### config.mk
export PLATFORM = sky130hd
export DESIGN_NAME = memory_arbiter
export DESIGN_NICKNAME = d
export VERILOG_FILES = /design/src/rtl/memory_arbiter_pkg.sv /design/src/rtl/memory_arbiter_rr.sv /design/src/rtl/memory_arbiter.sv
export SDC_FILE = /design/constraint.sdc
export NUM_CORES = 1
export LEC_CHECK = 0
export CELL_PAD_IN_SITES_DETAIL_PLACEMENT = 0
export CELL_PAD_IN_SITES_GLOBAL_PLACEMENT = 1
export CORE_ASPECT_RATIO = 1.1
export CORE_UTILIZATION = 33
export DETAILED_ROUTE_END_ITERATION = 8
export GPL_TIMING_DRIVEN = 0
export PLACE_DENSITY_LB_ADDON = 0.1
export RECOVER_POWER = 100
export SYNTH_ARGS = -nofsm -noshare
export SYNTH_HDL_FRONTEND = slang
export SYNTH_HIERARCHICAL = 1
export SYNTH_SLANG_ARGS = --single-unit
### constraint.sdc
create_clock -name clk -period 5 [get_ports clk]
set_input_delay 1 -clock clk [delete_from_list [all_inputs] [get_ports clk]]
set_output_delay 1 -clock clk [all_outputs]
set_load 0.02 [all_outputs]
### src/rtl/memory_arbiter_pkg.sv
// Shared types and helpers for the two-port MemoryBlock arbiter.
// Optional alignment fault detection is enabled by MEMORY_ARBITER_ALIGN_CHECK_EN.
package memory_arbiter_pkg;

    typedef enum logic [1:0] {
        SIZE_BYTE = 2'b00,
        SIZE_HALF = 2'b01,
        SIZE_WORD = 2'b10
    } access_size_t;

    typedef enum logic {
        IDLE   = 1'b0,
        ACCESS = 1'b1
    } arb_state_t;

    typedef enum logic {
        PORT_F = 1'b0,
        PORT_D = 1'b1
    } port_id_t;

    function automatic logic misaligned(input logic [1:0] size, input logic [1:0] addr_lo);
        return (size == 2'b11)
            || (size == SIZE_HALF && addr_lo[0])
            || (size == SIZE_WORD && addr_lo != 2'b00);
    endfunction

    // Memory returns bytes starting at the address; keep only the accessed width.
    function automatic logic [31:0] zext(input logic [1:0] size, input logic [31:0] value);
        case (size)
            SIZE_BYTE: return {24'h0, value[7:0]};
            SIZE_HALF: return {16'h0, value[15:0]};
            default:   return value;
        endcase
    endfunction

endpackage

### src/rtl/memory_arbiter_rr.sv
// Two-way round-robin picker; grant[0] = port F, grant[1] = port D.
module memory_arbiter_rr
    import memory_arbiter_pkg::*;
(
    input  logic       clk,
    input  logic       reset,
    input  logic [1:0] req,
    input  logic       update,
    output logic [1:0] grant
);

    port_id_t favoured;

    always_comb begin
        grant = req;
        if (req == 2'b11) begin
            grant = (favoured == PORT_F) ? 2'b01 : 2'b10;
        end
    end

    // The port that just won gives up priority to the other one.
    always_ff @(posedge clk) begin
        if (reset) begin
            favoured <= PORT_F;
        end else if (update && grant != 2'b00) begin
            favoured <= grant[0] ? PORT_D : PORT_F;
        end
    end

endmodule

### src/rtl/memory_arbiter.sv
// Shares a single-port MemoryBlock between fetch (F) and data (D) requesters.
// Define MEMORY_ARBITER_ALIGN_CHECK_EN to add f_fault/d_fault misalignment reporting.
module memory_arbiter
    import memory_arbiter_pkg::*;
#(
    parameter int ADDRESS_WIDTH = 10,
    parameter int DATA_WIDTH    = 32
) (
    input  logic                     clk,
    input  logic                     reset,
    input  logic                     f_req,
    input  logic [ADDRESS_WIDTH-1:0] f_addr,
    output logic                     f_done,
    output logic [DATA_WIDTH-1:0]    f_rdata,
    input  logic                     d_req,
    input  logic                     d_we,
    input  logic [1:0]               d_size,
    input  logic [ADDRESS_WIDTH-1:0] d_addr,
    input  logic [DATA_WIDTH-1:0]    d_wdata,
    output logic                     d_done,
    output logic [DATA_WIDTH-1:0]    d_rdata,
    output logic [ADDRESS_WIDTH-1:0] mem_address,
    output logic [1:0]               mem_size,
    output logic                     mem_write_enable,
    output logic [DATA_WIDTH-1:0]    mem_write_value,
    input  logic [DATA_WIDTH-1:0]    mem_read_value
`ifdef MEMORY_ARBITER_ALIGN_CHECK_EN
    ,
    output logic                     f_fault,
    output logic                     d_fault
`endif
);

    arb_state_t               state, state_next;
    logic [1:0]               req_eff, grant;
    logic                     take;
    logic                     f_bad, d_bad;

    logic [ADDRESS_WIDTH-1:0] lat_addr;
    logic [1:0]               lat_size;
    logic                     lat_we;
    logic [DATA_WIDTH-1:0]    lat_wdata;
    port_id_t                 lat_owner;
    logic                     lat_fault;

    // A port whose done is high this cycle is still holding its old request.
    assign req_eff = {d_req & ~d_done, f_req & ~f_done};

`ifdef MEMORY_ARBITER_ALIGN_CHECK_EN
    assign f_bad = (f_addr[1:0] != 2'b00);
    assign d_bad = misaligned(d_size, d_addr[1:0]);
`else
    assign f_bad = 1'b0;
    assign d_bad = 1'b0;
`endif

    memory_arbiter_rr u_rr (
        .clk    (clk),
        .reset  (reset),
        .req    (req_eff),
        .update (take),
        .grant  (grant)
    );

    always_ff @(posedge clk) begin
        if (reset) state <= IDLE;
        else       state <= state_next;
    end

    always_comb begin
        state_next = state;
        take       = 1'b0;
        case (state)
            IDLE: begin
                if (req_eff != 2'b00) begin
                    take       = 1'b1;
                    state_next = ACCESS;
                end
            end
            ACCESS:  state_next = IDLE;
            default: state_next = IDLE;
        endcase
    end

    always_ff @(posedge clk) begin
        if (reset) begin
            lat_addr  <= '0;
            lat_size  <= SIZE_WORD;
            lat_we    <= 1'b0;
            lat_wdata <= '0;
            lat_owner <= PORT_F;
            lat_fault <= 1'b0;
        end else if (take) begin
            if (grant[0]) begin
                lat_addr  <= f_addr;
                lat_size  <= SIZE_WORD;
                lat_we    <= 1'b0;
                lat_owner <= PORT_F;
                lat_fault <= f_bad;
            end else begin
                lat_addr  <= d_addr;
                lat_size  <= d_size;
                lat_we    <= d_we;
                lat_wdata <= d_wdata;
                lat_owner <= PORT_D;
                lat_fault <= d_bad;
            end
        end
    end

    always_ff @(posedge clk) begin
        if (reset) begin
            f_done  <= 1'b0;
            d_done  <= 1'b0;
            f_rdata <= '0;
            d_rdata <= '0;
        end else begin
            f_done <= 1'b0;
            d_done <= 1'b0;
            if (state == ACCESS) begin
                if (lat_owner == PORT_F) begin
                    f_done <= 1'b1;
                    if (!lat_fault) f_rdata <= mem_read_value;
                end else begin
                    d_done <= 1'b1;
                    if (!lat_we && !lat_fault) d_rdata <= zext(lat_size, mem_read_value);
                end
            end
        end
    end

`ifdef MEMORY_ARBITER_ALIGN_CHECK_EN
    always_ff @(posedge clk) begin
        if (reset) begin
            f_fault <= 1'b0;
            d_fault <= 1'b0;
        end else begin
            f_fault <= (state == ACCESS) && (lat_owner == PORT_F) && lat_fault;
            d_fault <= (state == ACCESS) && (lat_owner == PORT_D) && lat_fault;
        end
    end
`endif

    assign mem_address      = lat_addr;
    assign mem_size         = lat_size;
    assign mem_write_value  = lat_wdata;
    assign mem_write_enable = (state == ACCESS) && lat_we && !lat_fault;

endmodule

==> reports/metrics.cfg <==
[setup_path]
critPathCaptureType = register
cp_slowest_stage_delay_ns = 0.54
worstSetupStartpointType = input pin
crit_top_cell = clkbuf_1
slowest_stage = dlygate4sd3_1
critPathKind = input pin to register
crit_chain = dlygate4sd3_1 > nand2b_1 > clkbuf_1 > inv_1 > a21boi_0 > clkbuf_1 > clkbuf_1 > mux2_2 > a211oi_1 > a211oi_1
cp.required_ns = 5.26
cp_max_fo = 10
crit_arrival_ns = 3.89

[grt]
grt_max_degree = 17
grt.total_usage = 0.187
grt_pass1_vias = 4275
antenna_found_initial = 0
grt_first_pass_wirelength_um = 20900
overflow = 0

[yosys]
syn_avg_cell_area_sq_um = 8.90
syn_nets = 610
ys_warn_count = 6
synth_area_sq_um = 4620
syn_inst = 519

[sta]
fin_crit_sh = 0.726
worst_pin_slew_ns = 1.14
rsz0062_at_grt = false
setup_tns_ns = 0
slew_headroom = 0.234
whs_ns = 0.447
finalMaxSlewViolations = 0
finalCriticalPeriod_ns = 3.63
setup_ws_ns = 1.37
setup_violations = 0
fmax_mhz = 276
skew_ns = 0.00887
finalHoldViolations = 0

[clocking]
cts.clk_slew.worst_paths_ns = 0.05
postCtsHoldBufs = 0
numCtsBuffers = 17
clock_latency_ns = 0.41
cts_root_buf = clkbuf_16
cts_tree = yes
cts.path.max_buffers = 2
cts.sinks = 114
post_cts_buffers = 0
htreeDepth = 4
cts_resized = 0

[die]
die_y_um = 126
dieArea_sq_um = 14500
num_rows = 44
initial_core_util = 0.344
die_x_um = 115
io_pins = 202
coreArea_sq_um = 13400

[run_status]
outcome = finished, final reports clean

[detailed_routing]
drcViolationCount = 0
drt_wl_total_um = 13100
vias_per_cell = 4.51
wl_per_cell_um = 14.0
ant_nets = 0
vias = 4224
drt-initial-drc-count = 115
dr.pass1.iters = 4

[layout]
area_delta_synth_final_pct = 61.0
final_core_util = 0.554
antenna_cells = 0
nNetsFinal = 830
drive_gt1_frac = 0.0731

[flow_run]
cap_viol_max_count = 0

[power]
leakage_nw = 3.03
worst_ir_drop_vdd_mv = 0.178
power_w = 0.00268
power.density_nw_per_um2 = 361

[min_path]
min-delay-path-class = register to register

[place]
dp_slack_ns = 1.56
globalplace.congestion = 0.764
io_buffers = 201
dp_hpwl_um = 9950

==> sequential cells by signal, indices dropped and copies added (netlist names) <==
signal,count
mem_address,10
u_rr/favoured,1
mem_write_value,32
lat_owner,1
state,1
f_rdata,32
d_done,1
mem_size,2
f_done,1
lat_we,1
d_rdata,32
==> cells in the final DEF, fill, tap and decap left out, types with 17 or more instances in the layout <==
cell type          n
nand3_1           24
dfxtp_1          114
clkbuf_16         17
clkdlybuf4s50_1   88
dlygate4sd3_1    113
a21oi_1           64
a211oi_1          21
nand2_1          106
nand2b_1          68
clkbuf_1          29
mux2i_1           35
==> path summary, 6_finish.rpt <==
| path | startpoint | end | slack, ns | cells past startpoint |
|---|---|---|---|---|
| setup / recovery | d_req | mem_address[3] | 1.37 | 10 |
| hold / removal | d_rdata[31] | d_rdata[31] | 0.45 | 2 |
| hold reg to reg | d_rdata[31] | d_rdata[31] | 0.45 | 2 |
| setup reg to reg | d_done | mem_address[3] | 2.17 | 9 |
==> through the flow <==
step	instance area [sq um]	std cells
3_3_place_gp	6860	904
6_report	7440	936
5_1_grt	7440	936
2_1_floorplan	4620	519
3_5_place_dp	6860	904
4_1_cts	7470	936
==> per-layer routing <==
| layer | global-route usage | wire (um) | part of all wire | vias to the layer above |
|---|---|---|---|---|
| met5 | 0 | 0 | 0 | - |
| met4 | 0.0901 | 272 | 0.021 | 0 |
| met3 | 0.0577 | 976 | 0.074 | 20 |
| met2 | 0.324 | 6470 | 0.49 | 142 |
| met1 | 0.206 | 5390 | 0.41 | 1909 |
| li1 | - | - | - | 2153 |
==> worst max-delay path, delay by kind of cell <==
| kind | cells | cell delay (ns) |
|---|---|---|
| muxes | 1 | 0.40 |
| buffers and inverters | 5 | 1.80 |
| AOI/OAI and AO/OA | 3 | 0.52 |
| and+or+nand+nor | 1 | 0.16 |
==> layout make-up <==
class,instances,area [sq um]
sequential,114,2280
clock inverter,10,130
inverter,13,48.8
timing repair buffer,201,2010
fill,1330,6000
buffer,44,229
multi-input combinational,348,2020
clock buffer,22,484
tap,184,230
==> where the power goes <==
group,internal (W),switching [W]
registers,0.000969,0.0000282
logic,0.000219,0.000225
clock network,0.000831,0.000412
No activity file was read; power rests on OpenSTA's default activity.
